### config.mk
export PLATFORM = sky130hd
export DESIGN_NAME = booth_mul_iter
export DESIGN_NICKNAME = d
export VERILOG_FILES = /design/src/rtl/booth_mul_iter_pkg.sv /design/src/rtl/booth_mul_iter_pp_gen.sv /design/src/rtl/booth_mul_iter.sv
export SDC_FILE = /design/constraint.sdc
export NUM_CORES = 1
export LEC_CHECK = 0
export CORE_MARGIN = 5
export CORE_UTILIZATION = 25
export CTS_CLUSTER_SIZE = 28
export DETAILED_ROUTE_END_ITERATION = 16
export PLACE_DENSITY = 0.41
export SYNTH_ARGS = -nofsm -noshare
export SYNTH_HDL_FRONTEND = slang
export SYNTH_SLANG_ARGS = --single-unit
### constraint.sdc
create_clock -name clk -period 7.5 [get_ports clk]
set_input_delay 2.25 -clock clk [delete_from_list [all_inputs] [get_ports clk]]
set_output_delay 2.25 -clock clk [all_outputs]
set_load 0.005 [all_outputs]
### src/rtl/booth_mul_iter_pkg.sv
// Shared types and helpers for the iterative radix-4 Booth multiplier.
package booth_mul_iter_pkg;

  localparam int XLEN_DEFAULT = 64;
  localparam int WORD_BITS    = 32;

  typedef enum logic [1:0] {
    S_IDLE = 2'd0,
    S_CALC = 2'd1,
    S_DONE = 2'd2
  } state_e;

  typedef enum logic [2:0] {
    PP_ZERO = 3'd0,
    PP_POS1 = 3'd1,
    PP_POS2 = 3'd2,
    PP_NEG1 = 3'd3,
    PP_NEG2 = 3'd4
  } pp_op_e;

  // Triple is {y[2i+1], y[2i], y[2i-1]}.
  function automatic pp_op_e booth_decode(input logic [2:0] sel);
    pp_op_e op;
    op = PP_ZERO;
    case (sel)
      3'b001, 3'b010: op = PP_POS1;
      3'b011:         op = PP_POS2;
      3'b100:         op = PP_NEG2;
      3'b101, 3'b110: op = PP_NEG1;
      default:        op = PP_ZERO;
    endcase
    return op;
  endfunction

endpackage

### src/rtl/booth_mul_iter_pp_gen.sv
// One radix-4 Booth partial product: selects 0, +-X or +-2X of a W-bit
// signed multiplicand and returns it as a W+1-bit two's-complement value.
module booth_pp_gen
  import booth_mul_iter_pkg::*;
#(
  parameter int W = 66
) (
  input  logic [2:0] sel,
  input  logic [W-1:0] mcand,
  output logic [W:0] pp
);

  localparam logic [W:0] ONE = {{W{1'b0}}, 1'b1};

  logic [W:0] x1;
  logic [W:0] x2;

  assign x1 = {mcand[W-1], mcand};
  assign x2 = {mcand, 1'b0};

  always_comb begin
    pp = '0;
    case (booth_decode(sel))
      PP_POS1: pp = x1;
      PP_POS2: pp = x2;
      PP_NEG1: pp = ~x1 + ONE;
      PP_NEG2: pp = ~x2 + ONE;
      default: pp = '0;
    endcase
  end

endmodule

### src/rtl/booth_mul_iter.sv
// Iterative radix-4 Booth multiplier for the M-extension execute path.
//
//   state  | meaning
//   IDLE   | ready for a request; operands latched on in_valid && !flush
//   CALC   | PP_PER_CYCLE partial products accumulated per cycle
//   DONE   | result presented, held until out_ready
module booth_mul_iter
  import booth_mul_iter_pkg::*;
#(
  parameter int XLEN         = XLEN_DEFAULT,
  parameter int PP_PER_CYCLE = 1
) (
  input  logic            clk,
  input  logic            rst_n,
  input  logic            flush,
  input  logic            in_valid,
  output logic            in_ready,
  input  logic [XLEN-1:0] src1,
  input  logic [XLEN-1:0] src2,
  input  logic            src1_signed,
  input  logic            src2_signed,
  input  logic            high,
  input  logic            word,
  output logic            out_valid,
  input  logic            out_ready,
  output logic [XLEN-1:0] result
);

  localparam int W   = XLEN + 2;
  localparam int NPP = W / 2;
  localparam int AW  = 2 * W;
  localparam int CW  = $clog2(NPP + 1);
  localparam int WB  = (XLEN >= WORD_BITS) ? WORD_BITS : XLEN;

  localparam logic [CW-1:0] CNT_END  = CW'(NPP);
  localparam logic [CW-1:0] CNT_STEP = CW'(PP_PER_CYCLE);

  state_e state_q;
  state_e state_d;

  logic [W-1:0]    x_q;
  logic [W:0]      y_q;
  logic [AW-1:0]   acc_q;
  logic [CW-1:0]   cnt_q;
  logic            high_q;
  logic            word_q;

  logic [XLEN-1:0] a_src;
  logic [XLEN-1:0] b_src;
  logic            a_sgn;
  logic            b_sgn;
  logic [W-1:0]    a_ext;
  logic [W-1:0]    b_ext;

  logic [W:0]      pp [PP_PER_CYCLE];
  logic [AW-1:0]   pp_sum;
  logic [AW-1:0]   acc_nxt;
  logic [XLEN-1:0] res_sel;

  logic            accept;
  logic            calc_last;

  assign accept    = (state_q == S_IDLE) && in_valid && !flush;
  assign calc_last = (state_q == S_CALC) && (cnt_q == CNT_END);

  always_ff @(posedge clk or negedge rst_n) begin
    if (!rst_n) state_q <= S_IDLE;
    else        state_q <= state_d;
  end

  always_comb begin
    state_d = state_q;
    case (state_q)
      S_IDLE:  if (in_valid)            state_d = S_CALC;
      S_CALC:  if (cnt_q == CNT_END)    state_d = S_DONE;
      S_DONE:  if (out_ready)           state_d = S_IDLE;
      default:                          state_d = S_IDLE;
    endcase
    if (flush) state_d = S_IDLE;
  end

  always_comb begin
    in_ready  = 1'b0;
    out_valid = 1'b0;
    case (state_q)
      S_IDLE:  in_ready  = 1'b1;
      S_DONE:  out_valid = 1'b1;
      default: ;
    endcase
  end

  // Word mode sign-extends from bit 31 regardless of the signed flags.
  always_comb begin
    a_src = src1;
    b_src = src2;
    a_sgn = src1_signed & src1[XLEN-1];
    b_sgn = src2_signed & src2[XLEN-1];
    if (word) begin
      a_src = XLEN'($signed(src1[WB-1:0]));
      b_src = XLEN'($signed(src2[WB-1:0]));
      a_sgn = src1[WB-1];
      b_sgn = src2[WB-1];
    end
    a_ext = {{2{a_sgn}}, a_src};
    b_ext = {{2{b_sgn}}, b_src};
  end

  // y_q carries the implicit y[-1]=0 in bit 0 and is consumed from the bottom.
  for (genvar k = 0; k < PP_PER_CYCLE; k++) begin : g_pp
    booth_pp_gen #(.W(W)) u_pp (
      .sel   (y_q[2*k+2:2*k]),
      .mcand (x_q),
      .pp    (pp[k])
    );
  end

  always_comb begin
    pp_sum = '0;
    for (int k = 0; k < PP_PER_CYCLE; k++) begin
      pp_sum = pp_sum + (AW'($signed(pp[k])) << (2 * k));
    end
  end

  assign acc_nxt = acc_q + (pp_sum << {cnt_q, 1'b0});

  always_comb begin
    if (word_q)      res_sel = XLEN'($signed(acc_q[WB-1:0]));
    else if (high_q) res_sel = acc_q[2*XLEN-1:XLEN];
    else             res_sel = acc_q[XLEN-1:0];
  end

  always_ff @(posedge clk or negedge rst_n) begin
    if (!rst_n) begin
      x_q    <= '0;
      y_q    <= '0;
      acc_q  <= '0;
      cnt_q  <= '0;
      high_q <= 1'b0;
      word_q <= 1'b0;
      result <= '0;
    end else if (accept) begin
      x_q    <= a_ext;
      y_q    <= {b_ext, 1'b0};
      acc_q  <= '0;
      cnt_q  <= '0;
      high_q <= high & ~word;
      word_q <= word;
    end else if (state_q == S_CALC && !flush) begin
      if (calc_last) begin
        result <= res_sel;
      end else begin
        acc_q <= acc_nxt;
        cnt_q <= cnt_q + CNT_STEP;
        y_q   <= y_q >> (2 * PP_PER_CYCLE);
      end
    end
  end

endmodule

==> results of run 1 <==
[power groups by stage]
stage	logic (uW)	registers, uW	clock network [uW]
CTS	14900	2750	2470
detailed placement	14600	2780	0
global route	16700	2810	2520
floorplan	7250	2540	0
global placement	14600	2780	0
finish	15600	2750	2370
[worst max path at each step]
stage	to	cells past startpoint	startpoint	slack (ns)
global placement	acc_q[127]	29	x_q[33]	-0.63
global route	acc_q[121]	28	x_q[38]	-0.08
floorplan	acc_q[101]	28	x_q[32]	0.40
finish	acc_q[126]	30	x_q[38]	0.15
CTS	acc_q[99]	32	x_q[38]	0.003
detailed placement	acc_q[127]	29	x_q[33]	-0.58
[kinds of logic after synthesis]
kind of cell	Yosys count	share of synthesized area
AND/OR/NAND/NOR	1484	0.2177
AO/OA/AOI/OAI	1451	0.2832
buffers and inverters	458	0.05433
flip-flops	333	0.2590
multiplexers	244	0.08730
XOR/XNOR	171	0.04655
adder cells (fa/ha/maj)	133	0.05195
[per-layer routing]
| layer | GRT usage | up-vias |
|---|---|---|
| li1 | - | 17569 |
| met1 | 0.3157 | 17615 |
| met2 | 0.3606 | 990 |
| met3 | 0.02404 | 142 |
| met4 | 0.05074 | 4 |
| met5 | 0 | - |
[flip-flops by register name (all words and copies together) (netlist names)]
| name | count |
|---|---|
| acc_q | 128 |
| cnt_q | 6 |
| high_q | 1 |
| result | 64 |
| state_q | 2 |
| word_q | 1 |
| x_q | 65 |
| y_q | 66 |
[Yosys cell counts (49+ instances only)]
library cell	count
nor3_1	79
nand2_1	497
mux2_2	49
xnor2_1	110
mux2i_1	170
nor2_1	360
inv_1	67
xor2_1	61
nand3_1	159
clkbuf_1	340
o21ai_0	377
a21o_1	75
dfrtp_1	333
a21oi_1	438
nand4_1	85
o31ai_1	76
a211oi_1	86
nor2b_1	53
and3_1	54
ha_1	132
[stage by stage]
| step | utilization | worst slack [ns] | TNS [ns] |
|---|---|---|---|
| floorplan | - | 0.3993 | 0 |
| global placement | 0.3327 | -0.6267 | -10.66 |
| detailed placement | 0.3327 | -0.5839 | -10.12 |
| CTS | 0.3488 | 0.003141 | 0 |
| global route | 0.3572 | -0.07896 | -0.1350 |
| finish | 0.3573 | 0.1507 | 0 |
[what timing repair did]
action / 4_1_cts / 5_1_grt
gates resized for setup: 79 / 210
endpoints found under the hold margin: 0 / 0
gates cloned: 1 / 0
pin swaps: 19 / 71
setup buffers: 12 / 27
setup endpoints to repair: 34 / 50
hold buffers: 0 / 0
[area by class of cell]
type	count	area, sq um	area share
inverter	69	262.8	0.005759
clock inverter	15	272.8	0.005979
timing repair buffer	1229	9948	0.2181
multi-input combinational	3484	23370	0.5122
tap	1662	2079	0.04558
sequential	333	8343	0.1829
clock buffer	64	1339	0.02934
antenna	4	10.01	0.0002194
[worst max-delay path, delay by kind of cell, from the launching register on]
| family | cells | cell delay, ns |
|---|---|---|
| and+or+nand+nor | 11 | 2.82 |
| buffers and inverters | 6 | 0.94 |
| AOI/OAI and AO/OA | 7 | 1.72 |
| muxes | 5 | 1.06 |
| adders and majority gates | 1 | 0.34 |
| DFF | 1 | 0.37 |
==> results.tsv, run 1 <==
metric	value	unit
Leak	0.01992	uW
worst hold margin	0.4746	ns
R2R Setup Slk	0.15	ns
syn avg cell area	7.528	sq um
status	complete, no violations	
initial antenna violation count	6	
final net count	5433	
R2R cell count	30	
hold_sp	result[23]	
Yosys top cell area share	0.2590	
Peak VDD IR	0.2065	mV
CP max stage delay	0.61	ns
vias	36320	
Worst Hold Path Cells	2	
CTS tree	built	
final setup vio count	0	
reg2reg start	x_q[38]	
Pins Over Slew Limit	0	
share of the clock period used by the worst path	0.9799	
most common cell after layout, fill and taps aside	buf_4	
Seq cells post-synth	333	
Hold Fails Final Rpt	0	
P_sw	9863	uW
crit path DAT	7.87	ns
slowest stage cell, crit path	or4_4	
WP data required	8.02	ns
fin cells	6860	
HPWL Detailed	123.5	mm
design area	45620	sq um
CTS max path bufs	3	
worst slew pin tran	1.140	ns
Reg clk slew, reported paths	0.06	ns
met1 wire length	74.26	mm
Core Region	127700	sq um
EDFF count, synth	0	
sequential-to-total area share from yosys stat	0.2590	
largest net degree at the start of global routing	160	
number of cell rows	131	
placed cells	6737	
Hold Crit Class	flip-flop to flip-flop	
H-tree depth	2	
switching fraction of total power	0.4763	
First-pass DRT Iterations	5	
Final Skew	0.05997	ns
post-route ant nets	0	
wire per inst	22.80	microns
clk root buf	clkbuf_16	
Slew HR	0.2317	
overall power	20710	uW
# port buffers	202	
Reg power frac	0.133	
Synth area leaders	dfrtp_1 26%, a21oi_1 6.8%, o21ai_0 5.9%	
DRC viols	0	
Post-DP Area	42480	sq um
reg2reg end	acc_q[126]	
Num CTS Buffers	46	
min Tclk post-route	7.349	ns
combinational share of power	0.752	
Layout area overhead	41.80	%
met3 wire length	7.316	mm
YS warnings	0	
routed vias/inst	5.294	
internal power	10840	uW
GRT Residual Overflow	0	
Mapped Area	32170	sq um
Layout fillers	13570	
most frequent cells in the layout	1008 x buf_4, 490 x nand2_1, 410 x a21oi_1, 348 x nor2_1, 335 x o21ai_0	
Main synth FF type	dfrtp_1	
die height	368.7	microns
max_cap viols	0	
routed length on met2	71.02	mm
Die X	368.7	microns
die area	136000	sq um
area leader, netlist	dfrtp_1	
Hold EP	result[23]	
initial core utilization	0.2520	
max frequency	136.1	MHz
Mapped Nets	4544	
max layer used	met5	
most used cell, CP	buf_4	
clock group share of total power	0.115	
gp weighted congestion	0.9481	
wirelength, routed	156.4	mm
crit path max fanout	5	
kind of critical path	flip-flop to flip-flop	
I/O pin total	203	
RSZ-0062 raised after global routing	true	
critical path endpoint category	flip-flop	
clk_lat worst skew	0.65	ns
vias in the first global route	35442	
P per Cell Area	453.9	nW/um^2
layout cells sized above 1	0.2771	
first-pass GRT wire length	232.9	mm
CTS sink count	333	
ys async rst share	1.000	
cells after synthesis	4274	
DRT iter0 DRCs	2919	
Unique masters post-synth	90	
GRT Resource Usage Total	0.2216	
CP Launch Type	flip-flop	
Note: power is estimated with default switching activity, not from simulation.
==> run 2, diff against run 1 <==
==> constraint.sdc (replaced) <==
create_clock -name clk -period 6.45 [get_ports clk]
set_input_delay 1.935 -clock clk [delete_from_list [all_inputs] [get_ports clk]]
set_output_delay 1.935 -clock clk [all_outputs]
set_load 0.005 [all_outputs]
==> run 2 against run 1 <==
The flow now finishes with violations (setup timing); die area unchanged; final cell count grew 4.7%; power is 25% higher; cell area is 8.5% higher; setup slack got worse by 1.0 ns; global-route usage increased by 0.42 points; flip-flop and latch count unchanged; non-clock buffer count is 316 higher; routed wire length grew 1.8%; clock skew fell by 0.029 ns; critical endpoint is now acc_q[127].
==> results.tsv, run 2 (same netlist as run 1, synthesis figures left out) <==
metric	value	unit	change
status	finished with violations		
violated checks	setup timing		
crit path DAT	7.88	ns	about the same
Setup crit end	acc_q[127]		
Hold Fails Final Rpt	0		unchanged
CTS tree	built		
fin util	0.3876		+0.03027
reg2reg end	acc_q[127]		
Die X	368.7	microns	unchanged
Peak VDD IR	0.2388	mV	+16%
Top reg by flops	acc_q		
most frequent cells in the layout	1268 x buf_4, 478 x nand2_1, 377 x a21oi_1, 331 x nor2_1, 323 x dfrtp_1		
GRT Residual Overflow	0		unchanged
CTS max path bufs	3		unchanged
Pins Over Slew Limit	0		unchanged
hold_buf cts	0		unchanged
CP max stage delay	0.57	ns	-0.04 ns
max frequency	136.8	MHz	+0.51%
kind of critical path	flip-flop to flip-flop		
vias in the first global route	37361		+5.4%
max_cap viols	0		unchanged
Core Region	127700	sq um	unchanged
Num CTS Buffers	46		unchanged
RSZ-0062 raised after global routing	true		
reg2reg start	x_q[30]		
final net count	5749		+5.8%
First-pass DRT Iterations	6		+1
die area	136000	sq um	unchanged
H-tree depth	2		unchanged
Post-DP Area	44470	sq um	+4.7%
WP data required	7.02	ns	-1.00 ns
DRC viols	0		unchanged
Leak	0.02186	uW	+9.7%
first-pass GRT wire length	238.8	mm	+2.5%
Hold Crit Class	flip-flop to flip-flop		
biggest regs	acc_q x128, y_q x66, x_q x65		
GRT Resource Usage Total	0.2258		+0.004210
fin cells	7180		+4.7%
CP Launch Type	flip-flop		
CTS sink count	333		unchanged
R2R Setup Slk	-0.86	ns	-1.01 ns
worst setup margin	-0.8622	ns	-1.013 ns
share of the clock period used by the worst path	1.134		+0.1538
wire per inst	22.18	microns	-2.8%
overall power	25940	uW	+25%
min Tclk post-route	7.312	ns	-0.03708 ns
die height	368.7	microns	unchanged
vias	37560		+3.4%
R2R cell count	29		-3.3%
placed cells	6977		+3.6%
clk root buf	clkbuf_16		
# port buffers	202		unchanged
crit path from	x_q[30]		
initial antenna violation count	5		-1
Layout area overhead	53.81	%	
routed vias/inst	5.231		-1.2%
clk_lat worst skew	0.65	ns	about the same
I/O pin total	203		unchanged
most used cell, CP	buf_4		
critical path endpoint category	flip-flop		
most common cell after layout, fill and taps aside	buf_4		
Final Skew	0.03051	ns	-0.02946 ns
gp weighted congestion	0.9503		+0.23%
post-route ant nets	0		unchanged
wirelength, routed	159.2	mm	+1.8%
largest net degree at the start of global routing	146		-8.8%
design area	49490	sq um	+8.5%
crit path max fanout	6		+1
DRT iter0 DRCs	2678		-8.3%
worst slew pin tran	1.036	ns	-0.1044 ns
slowest stage cell, crit path	or4_4		
final setup vio count	73		+73
HPWL Detailed	125.6	mm	+1.7%
Reg clk slew, reported paths	0.06	ns	about the same
initial core utilization	0.2520		unchanged
layout cells sized above 1	0.3449		+0.06788
Largest register FFs	128		unchanged
Slew HR	0.3093		+0.07762
P per Cell Area	524.2	nW/um^2	+15%
number of cell rows	131		unchanged
==> run 2: cell types whose count changed in the layout (fill, tap and decap cells not counted), moves of 12 or more <==
cell | previous run | this run
a21oi_2 | 27 | 48
a21oi_1 | 410 | 377
buf_6 | 3 | 54
buf_4 | 1008 | 1268
o21ai_1 | 32 | 82
a21oi_4 | 1 | 13
o21ai_0 | 335 | 272
nor2_1 | 348 | 331
nand2_1 | 490 | 478
==> run 2: power breakdown <==
| group | switching (uW) | total [uW] | internal, uW |
|---|---|---|---|
| clock | 1140 | 2890 | 1750 |
| combinational | 10400 | 19900 | 9450 |
| sequential | 560 | 3190 | 2630 |
==> run 2: routing by layer <==
metal	vias to the layer above	part of all wire	GRT usage
met5	-	0.00012	0
met4	2	0.031	0.05941
met3	204	0.040	0.02162
met2	919	0.46	0.3747
met1	18203	0.47	0.3146
li1	18232	-	-
==> run 2: repair_timing <==
action                     4_1_cts  5_1_grt
setup endpoints to repair       89       89
gates resized for setup        445      136
pin swaps                      144       77
gates cloned                     1        0
buffers inserted                96       29
==> run 2: worst min path at each step <==
| stage | start | slack, ns | depth (start not counted) | end |
|---|---|---|---|---|
| CTS | result[34] | 0.48 | 2 | result[34] |
| finish | result[25] | 0.47 | 2 | result[25] |
| floorplan | acc_q[41] | 0.47 | 2 | acc_q[41] |
| detailed placement | result[34] | 0.47 | 2 | result[34] |
| global route | result[34] | 0.50 | 2 | result[34] |
| global placement | result[26] | 0.46 | 2 | result[26] |
==> run 2: final cells by class <==
class                   instances  area (sq um)
fillers                     13303         78200
multi-input cells            3484         24540
repair buffers               1545         12570
flip-flops and latches        333          8346
well taps                    1662          2079
clock buffers                  64          1299
clock inverters                22         389.1
inverters                      69         259.0
diodes                          1         2.502
==> run 2: per-stage QoR <==
step	setup TNS (ns)	hold WS (ns)	setup slack [ns]
after global placement	-66.21	0.4611	-1.361
after CTS	-27.71	0.4797	-0.7973
after floorplan	-1.671	0.4702	-0.2958
after global routing	-49.04	0.5039	-1.095
final	-28.64	0.4728	-0.8622
after detailed placement	-69.57	0.4667	-1.423
==> run 2: worst max-delay path: cells and delay by family (launching register included) <==
family,cells,cell delay [ns]
buf+inv,6,1.00
xor+xnor,1,0.13
compound gates,14,2.74
fa+ha+maj,1,0.24
simple gates,5,1.90
mux,2,0.85
flops,1,0.38
